<file path="src/rtl/seq_pkg.sv">
`default_nettype none
// ============================================================================
// Module      : seq_pkg
// Description : Shared types and encodings for the datapath sequencer:
//               FSM state enum, instruction opcode/op fields, decoded
//               instruction kind, ALU operation and shifter codes.
// Revision    : 1.0 - initial release
// ============================================================================
package seq_pkg;

  // Sequencer states
  typedef enum logic [2:0] {
    S_WAIT      = 3'd0,
    S_DECODE    = 3'd1,
    S_WRITE_IMM = 3'd2,
    S_GET_A     = 3'd3,
    S_GET_B     = 3'd4,
    S_ALU       = 3'd5,
    S_WRITE_REG = 3'd6
  } state_t;

  // Instruction opcode field [15:13]
  localparam logic [2:0] C_OPC_MOV = 3'b110;
  localparam logic [2:0] C_OPC_ALU = 3'b101;

  // Instruction op field [12:11]
  localparam logic [1:0] C_OP_MOV_IMM = 2'b10;
  localparam logic [1:0] C_OP_MOV_REG = 2'b00;
  localparam logic [1:0] C_OP_ADD     = 2'b00;
  localparam logic [1:0] C_OP_CMP     = 2'b01;
  localparam logic [1:0] C_OP_AND     = 2'b10;
  localparam logic [1:0] C_OP_MVN     = 2'b11;

  // ALU operation codes driven on ALUop
  localparam logic [1:0] C_ALUOP_ADD = 2'b00;
  localparam logic [1:0] C_ALUOP_SUB = 2'b01;
  localparam logic [1:0] C_ALUOP_AND = 2'b10;
  localparam logic [1:0] C_ALUOP_NOT = 2'b11;

  // B-operand shifter codes driven on shift
  localparam logic [1:0] C_SH_NONE = 2'b00;
  localparam logic [1:0] C_SH_LSL  = 2'b01;
  localparam logic [1:0] C_SH_LSR  = 2'b10;
  localparam logic [1:0] C_SH_ASR  = 2'b11;

  // Decoded instruction kind
  typedef enum logic [2:0] {
    K_ILLEGAL = 3'd0,
    K_MOV_IMM = 3'd1,
    K_MOV_REG = 3'd2,
    K_ADD     = 3'd3,
    K_CMP     = 3'd4,
    K_AND     = 3'd5,
    K_MVN     = 3'd6
  } kind_t;

  // Map opcode/op onto an instruction kind; anything unlisted is illegal
  function automatic kind_t classify(input logic [2:0] opcode, input logic [1:0] op);
    kind_t k;
    k = K_ILLEGAL;
    if (opcode == C_OPC_MOV) begin
      if (op == C_OP_MOV_IMM)      k = K_MOV_IMM;
      else if (op == C_OP_MOV_REG) k = K_MOV_REG;
    end else if (opcode == C_OPC_ALU) begin
      case (op)
        C_OP_ADD: k = K_ADD;
        C_OP_CMP: k = K_CMP;
        C_OP_AND: k = K_AND;
        default:  k = K_MVN;
      endcase
    end
    return k;
  endfunction

endpackage
`default_nettype wire

</file>
<file path="src/rtl/instr_decoder.sv">
`default_nettype none
// ============================================================================
// Module      : instr_decoder
// Description : Combinational field extraction for the latched instruction:
//               register indices, op, shift code, instruction kind and the
//               sign-extended 8-bit immediate.
// Revision    : 1.0 - initial release
// ============================================================================
module instr_decoder
  import seq_pkg::*;
#(
  parameter int DATA_W = 16
) (
  input  logic [15:0]       i_instr,
  output logic [2:0]        o_rn,
  output logic [2:0]        o_rd,
  output logic [2:0]        o_rm,
  output logic [1:0]        o_op,
  output logic [1:0]        o_sh,
  output kind_t             o_kind,
  output logic [DATA_W-1:0] o_sximm8
);

  assign o_rn     = i_instr[10:8];
  assign o_rd     = i_instr[7:5];
  assign o_rm     = i_instr[2:0];
  assign o_op     = i_instr[12:11];
  assign o_sh     = i_instr[4:3];
  assign o_kind   = classify(i_instr[15:13], i_instr[12:11]);
  // Immediate is replicated from bit 7 up to the datapath width
  assign o_sximm8 = {{(DATA_W-8){i_instr[7]}}, i_instr[7:0]};

endmodule
`default_nettype wire

</file>
<file path="src/rtl/datapath_sequencer.sv">
`default_nettype none
// ============================================================================
// Module      : datapath_sequencer
// Description : Moore FSM that latches a 16-bit instruction on start and
//               sequences register-file reads, ALU use and write-back strobes
//               for an external datapath.
//               Optional build macro ILLEGAL_TRAP_EN adds an 'illegal' output
//               that pulses during the DECODE cycle of an illegal encoding.
// Revision    : 1.0 - initial release
// ============================================================================
module datapath_sequencer
  import seq_pkg::*;
#(
  parameter int DATA_W = 16
) (
  input  logic              clk,
  input  logic              reset,
  input  logic              s,
  input  logic [15:0]       in,
  output logic              w,
  output logic [2:0]        readnum,
  output logic [2:0]        writenum,
  output logic              vsel,
  output logic              loada,
  output logic              loadb,
  output logic              asel,
  output logic              bsel,
  output logic              loadc,
  output logic              loads,
  output logic              write,
  output logic [1:0]        ALUop,
  output logic [1:0]        shift,
  output logic [DATA_W-1:0] sximm8
`ifdef ILLEGAL_TRAP_EN
  ,
  output logic              illegal
`endif
);

  state_t      r_state;
  state_t      w_next;
  logic [15:0] r_instr;

  logic [2:0]  w_rn;
  logic [2:0]  w_rd;
  logic [2:0]  w_rm;
  logic [1:0]  w_op;
  logic [1:0]  w_sh;
  kind_t       w_kind;

  instr_decoder #(
    .DATA_W (DATA_W)
  ) u_decoder (
    .i_instr  (r_instr),
    .o_rn     (w_rn),
    .o_rd     (w_rd),
    .o_rm     (w_rm),
    .o_op     (w_op),
    .o_sh     (w_sh),
    .o_kind   (w_kind),
    .o_sximm8 (sximm8)
  );

  // State register; the instruction is captured only when start is accepted in WAIT
  always_ff @(posedge clk) begin
    if (reset) begin
      r_state <= S_WAIT;
      r_instr <= 16'h0000;
    end else begin
      r_state <= w_next;
      if (r_state == S_WAIT && s) begin
        r_instr <= in;
      end
    end
  end

  // Next-state and Moore outputs from the current state and latched instruction
  always_comb begin
    w_next   = r_state;
    w        = 1'b0;
    readnum  = 3'd0;
    writenum = 3'd0;
    vsel     = 1'b0;
    loada    = 1'b0;
    loadb    = 1'b0;
    asel     = 1'b0;
    bsel     = 1'b0;
    loadc    = 1'b0;
    loads    = 1'b0;
    write    = 1'b0;
    ALUop    = 2'b00;
    shift    = 2'b00;
`ifdef ILLEGAL_TRAP_EN
    illegal  = 1'b0;
`endif
    case (r_state)
      S_WAIT: begin
        w = 1'b1;
        if (s) w_next = S_DECODE;
      end
      S_DECODE: begin
        case (w_kind)
          K_MOV_IMM:             w_next = S_WRITE_IMM;
          K_MOV_REG, K_MVN:      w_next = S_GET_B;
          K_ADD, K_CMP, K_AND:   w_next = S_GET_A;
          default: begin
            w_next = S_WAIT;
`ifdef ILLEGAL_TRAP_EN
            illegal = 1'b1;
`endif
          end
        endcase
      end
      S_WRITE_IMM: begin
        vsel     = 1'b1;
        write    = 1'b1;
        writenum = w_rn;
        w_next   = S_WAIT;
      end
      S_GET_A: begin
        readnum = w_rn;
        loada   = 1'b1;
        w_next  = S_GET_B;
      end
      S_GET_B: begin
        readnum = w_rm;
        loadb   = 1'b1;
        w_next  = S_ALU;
      end
      S_ALU: begin
        shift = w_sh;
        bsel  = 1'b0;
        // MOV reg and MVN use only the B path, so A is forced to zero
        asel  = (w_kind == K_MOV_REG) || (w_kind == K_MVN);
        ALUop = (w_kind == K_MOV_REG) ? C_ALUOP_ADD : w_op;
        if (w_kind == K_CMP) begin
          loads  = 1'b1;
          w_next = S_WAIT;
        end else begin
          loadc  = 1'b1;
          w_next = S_WRITE_REG;
        end
      end
      S_WRITE_REG: begin
        vsel     = 1'b0;
        write    = 1'b1;
        writenum = w_rd;
        w_next   = S_WAIT;
      end
      default: w_next = S_WAIT;
    endcase
  end

endmodule
`default_nettype wire

</file>
<file path="config.mk">
export PLATFORM = sky130hd
export DESIGN_NAME = datapath_sequencer
export DESIGN_NICKNAME = d
export VERILOG_FILES = /design/src/rtl/seq_pkg.sv /design/src/rtl/instr_decoder.sv /design/src/rtl/datapath_sequencer.sv
export SDC_FILE = /design/constraint.sdc
export NUM_CORES = 1
export LEC_CHECK = 0
export CAP_MARGIN = 25
export CORE_MARGIN = 2
export CORE_UTILIZATION = 37
export DETAILED_ROUTE_END_ITERATION = 7
export GPL_ROUTABILITY_DRIVEN = 0
export PLACE_DENSITY = 0.73
export SLEW_MARGIN = 20
export SYNTH_ARGS = -nofsm -noshare
export SYNTH_HDL_FRONTEND = slang
export SYNTH_SLANG_ARGS = --single-unit
</file>
<file path="constraint.sdc">
create_clock -name clk -period 1.3 [get_ports clk]
set_input_delay 0.26 -clock clk [delete_from_list [all_inputs] [get_ports clk]]
set_output_delay 0.26 -clock clk [all_outputs]
set_load 0.02 [all_outputs]
</file>
## Word-level counts from Yosys, hierarchy flattened

Index checks and enable logic that the tools add are counted.

- Output and inout port bits: 35
- Flip-flop bits (word level): 19
- Bits in writable memories: 0
- Latch bits: 0
- Word-level logic and storage cells: 50
- Bits in read-only memories: 0
- Memories: 0
- Bits of input ports: 19

- Multipliers: 0
- Bitwise logic cells: 0
- Div/mod/pow operators: 0
- Reduce and logical (&&, ||, !) cells: 7
- Equality and inequality tests: 17
- Magnitude comparators: 0
- Add/subtract/negate cells: 0
- Muxes and demuxes: 24
- Shift-type cells: 0

Operators by type and width:

| kind | number |
|---|---|
| 3-bit == test (second input constant) | 8 |
| 3-bit case mux with 3 select lines | 2 |
| 3-bit 2-to-1 mux | 5 |
| 3-bit case mux with 5 select lines | 1 |
| 3-bit by 2-bit == test with 1-bit output (second input constant) | 4 |
| 3-bit case mux with 2 select lines | 2 |
| 1-bit 2-to-1 mux | 10 |
| 2-bit 2-to-1 mux | 4 |
| 3-bit by 1-bit == test with 1-bit output (second input constant) | 2 |
| 2-bit OR reduction | 2 |
| 3-bit logical NOT | 1 |
| 3-bit OR reduction | 1 |
| 2-bit by 1-bit == test with 1-bit output (second input constant) | 1 |
| 2-bit == test (second input constant) | 1 |
| 2-bit logical NOT | 1 |
| 2-bit inequality test (second input constant) | 1 |
| 1-bit logical AND | 1 |
| 1-bit logical OR | 1 |

## Depth between registers and ports, before layout

- Word-level depth: 8
- Depth in mapped cells: 7
- Mapped depth without buffers: 6

## By module

Synthesis repeated with hierarchy kept, for this count alone.

- Cells, all modules: 167
- Area total of the unflattened synthesis: 1287.5 µm²

Modules (own cells, without submodules):

| module | sequential area each (µm²) | area an instance (µm²) | cells an instance | instances |
|---|---|---|---|---|
| datapath_sequencer | 380.4 | 967.2 | 124 | 1 |
| instr_decoder | 0.0 | 320.3 | 43 | 1 |

## Least setup slack after synthesis

No wires, ideal clock.

- Kind: register to output
- Start point: reg r_instr[12]
- End point: out ALUop[0]
- Buffers on the path: 0
- Arrival time: 1.544 ns
- Cell stages (with the launch flop): 7
- Setup slack: -0.504 ns
- Data required time: 1.040 ns
- Cell sequence: dfxtp_1 > inv_1 > ha_1 > inv_1 > a31oi_1 > nor3_1 > nor3_1

- Cells in the longest elaborated chain, start to end: 7
- Elaborated cells on any way between the ends: 11
- Classes of those cells: 3 x eq/ne; 7 x mux; 1 x reduce/logical

Ends and longest elaborated chain:

| what | RTL line | source |
|---|---|---|
| start: declaration | datapath_sequencer.sv:42 | `logic [15:0] r_instr;` |
| start signal: assignment | datapath_sequencer.sv:72 | `r_instr <= in;` |
| 2-bit == test (tied with other cells) | seq_pkg.sv:62, seq_pkg.sv:65 |  |
| 3-bit case mux with 3 select lines or 2-bit 2-to-1 mux (tied branches) | seq_pkg.sv:65, seq_pkg.sv:63 |  |
| 3-bit 2-to-1 mux, on equally long branches | seq_pkg.sv:64, seq_pkg.sv:62 |  |
| 3-bit 2-to-1 mux * | seq_pkg.sv:61 | `if (opcode == C_OPC_MOV) begin` |
| 3-bit by 2-bit == test with 1-bit output * | datapath_sequencer.sv:135 | `ALUop = (w_kind == K_MOV_REG) ? C_ALUOP_ADD : w_op;` |
| 2-bit 2-to-1 mux * | datapath_sequencer.sv:135 |  |
| 2-bit 2-to-1 mux * | datapath_sequencer.sv:96 | `case (r_state)` |
| end: declaration | datapath_sequencer.sv:31 | `output logic [1:0] ALUop,` |

Mark *: on every way between the ends. The rest lies on a longest branch, timed or not.

## Worst setup path in the final report

Ends and elaborated chain as after synthesis.

==> out/metrics.cfg <==
[outcome]
violations=negative setup slack
outcome=finished with violations

[setup_path]
crit_type=reg2out
crit_chain=inv_4, ha_4, and4b_1, a31oi_4, nor3_4, nor3_4, buf_6
r2r-start=r_instr[12]
slowest_delay_ps=380
path_max_fanout=3
worstReg2RegEnd=r_state[0]
path_common_cell=nor3_4
rrSetupSlack_ps=-470
critPathCaptureType=output pin
cp.arrival_ps=1700
crit_start=r_instr[12]
cp_slowest_cell=dfxtp_4
reg2reg_depth=9
cp.required_ps=1040
start_kind=flop

[synthesis]
yosysTopAreaCellShare_pct=31.60
syn-cell-area_um2=1204
synth-seq-cells=19
yosys.area.top_type=dfxtp_1
async_flop_share_pct=0
synth_nets=176
synth_commonest_cells=nand2_1, dfxtp_1, buf_4
synth_cell_types=33
ys_warn_count=0
synth_flop_cell=dfxtp_1
synth.most_common_cell=nand2_1
synth.top_cells.by_area=dfxtp_1, nand2_1, buf_4
synth_edf_count=0
yosysSeqAreaShare_pct=31.60
synth_cells=154
avgSynthCellArea_um2=7.816

[power]
power.internal_w=0.001032
p_seq_share_pct=41.9
pwr-share-comb_pct=38.3
switchingPower_w=0.0005473
pwr-share-clk_pct=19.8
switching_share_pct=34.64
cellPowerDensity_nw_per_um2=629.4
peakVddDrop_mv=0.4984
leakage_nw=1.154

[cells_and_area]
nets=258
drive_gt1_share_pct=70.64
fin_area_um2=2510
fill_cells=189
n_antenna_cell=0
area_delta_synth_final_pct=108.5
fin_cells=279

[routing]
wl_met1_um=1808
drtIter0Drc=46
top_layer=met4
drc=0
met3_length_um=173
postRouteAntennaNets=0
wire_per_inst_um=17.08
vias=1409
drt_pre_antenna_iters=4
drt-total-wl_um=4766
route.met2.wl_um=2697
vias_per_cell=5.050

[floorplanning]
fp.dieH_um=61.04
die_area_um2=3725
start_util_pct=39.11
core_um2=3078
row_count=20
io_pins=54
die_w_um=61.04

[run]
cap_viol_max_count=0

[min_path]
min_to=r_instr[0]
whs_path_depth=2
min_path_type=reg2reg
holdCritStartpoint=r_instr[0]

[clocking]
htreeDepth=1
clock_path_buffers=2
worstSkewPairLatency_ps=300
cts-root-buf=clkbuf_4
clkSlewWorstSetupHoldPaths_ps=110
cts_buffers=3
cts_tree=yes
cts_sinks=19

[timing]
period_share_pct=151.0
rsz0062_at_grt=yes
fin_ws_ps=-663.4
maxSlewViolCount=0
timing.fmax_mhz=509.3
clock_skew_ps=2.707
hold_viol_final=0
period_needed_ps=1963
setup_viol=37

[place]
placed_cell_area_um2=2011
place_inst=252
io_buffers=52
hpwl_um=2664

[grt]
grtUsageTotal_pct=25.24
antenna_found_initial=0
grt_pass1_wl_um=6810
overflow=0
grt_max_degree=14
first_global_vias=1415

[cell usage in the layout, fill, tap and decap left out, types with 3 or more instances in the layout]
cell type	n
a21oi_2	14
mux2i_1	3
a22o_4	3
dfxtp_1	12
buf_6	35
nor3_4	4
clkdlybuf4s50_1	18
nand2_4	26
dfxtp_2	5
nand2_1	9
nor2_4	5
buf_4	29
buf_2	13
nor2_1	8
clkbuf_4	3
inv_1	3
ha_4	3
[per-stage QoR]
stage	hold WS (ps)	utilization (%)	setup WS [ps]	power, W	TNS (ps)
2_1_floorplan	381.5	-	-281.6	0.0009387	-2867
3_3_place_gp	459.6	65.33	-734.7	0.001098	-10130
3_5_place_dp	464.4	65.33	-815.7	0.001115	-11420
4_1_cts	496.0	76.63	-630.3	0.001524	-10670
5_1_grt	512.9	81.54	-726.0	0.001651	-14050
6_report	496.4	81.54	-663.4	0.001580	-12320
[metal layers]
layer  vias up  global-route usage [%]
li1        666                       -
met1       684                   29.04
met2        49                   48.02
met3        10                   2.521
met4         0                   8.696
met5         -                       0
[sequential cells by signal (all words and copies together) (netlist names)]
signal,cells
r_instr,16
r_state,3
[cell type report]
type                            count  area [um2]  area share (%)
Inverter                            6       27.53           1.097
Clock inverter                      1       7.507          0.2991
Timing Repair Buffer              102       973.4           38.78
Tap cell                           44       55.05           2.193
Multi-Input combinational cell    104        1030           41.03
Clock buffer                        3       22.52          0.8973
Sequential cell                    19       394.1           15.70
[repair_timing]
item                                    CTS  global route
pin swaps                                28            19
endpoints found under the setup margin   53            41
gates resized for setup                 214            39
buffers inserted                         16             8
hold buffers                              0             0
gates cloned                              2             0
[cells by family (layout without fill, tap and decap cells)]
| group | Yosys count | after routing | share of synthesized area (%) |
|---|---|---|---|
| AND/OR/NAND/NOR | 67 | 67 | 25.99 |
| buffers and inverters | 31 | 112 | 17.88 |
| AO/OA/AOI/OAI | 30 | 30 | 18.61 |
| flip-flops | 19 | 19 | 31.60 |
| adder cells (fa/ha/maj) | 3 | 3 | 3.119 |
| multiplexers | 3 | 3 | 2.495 |
| other | 1 | 1 | 0.3116 |
[critical path: cells and delay by family (launching register included)]
kind	cells	cell delay, ps
AO/OA/AOI/OAI	1	60
adder cells (fa/ha/maj)	1	120
buffers and inverters	2	210
flip-flops	1	380
AND/OR/NAND/NOR	3	620
[power groups by stage]
stage,Sequential [W],Clock [W],Combinational [W]
after floorplan,0.000659,0,0.000280
after global routing,0.000665,0.000346,0.000639
final,0.000662,0.000313,0.000605
after CTS,0.000653,0.000316,0.000555
after global placement,0.000660,0,0.000438
after detailed placement,0.000662,0,0.000452
[worst max path at each step]
stage	end	slack, ps	cells after the start
after CTS	asel	-630	7
final	ALUop[0]	-660	7
after floorplan	loads	-280	5
after detailed placement	ALUop[0]	-820	7
after global placement	ALUop[0]	-730	7
after global routing	ALUop[0]	-730	7
Power figures use the tool's default switching activity.
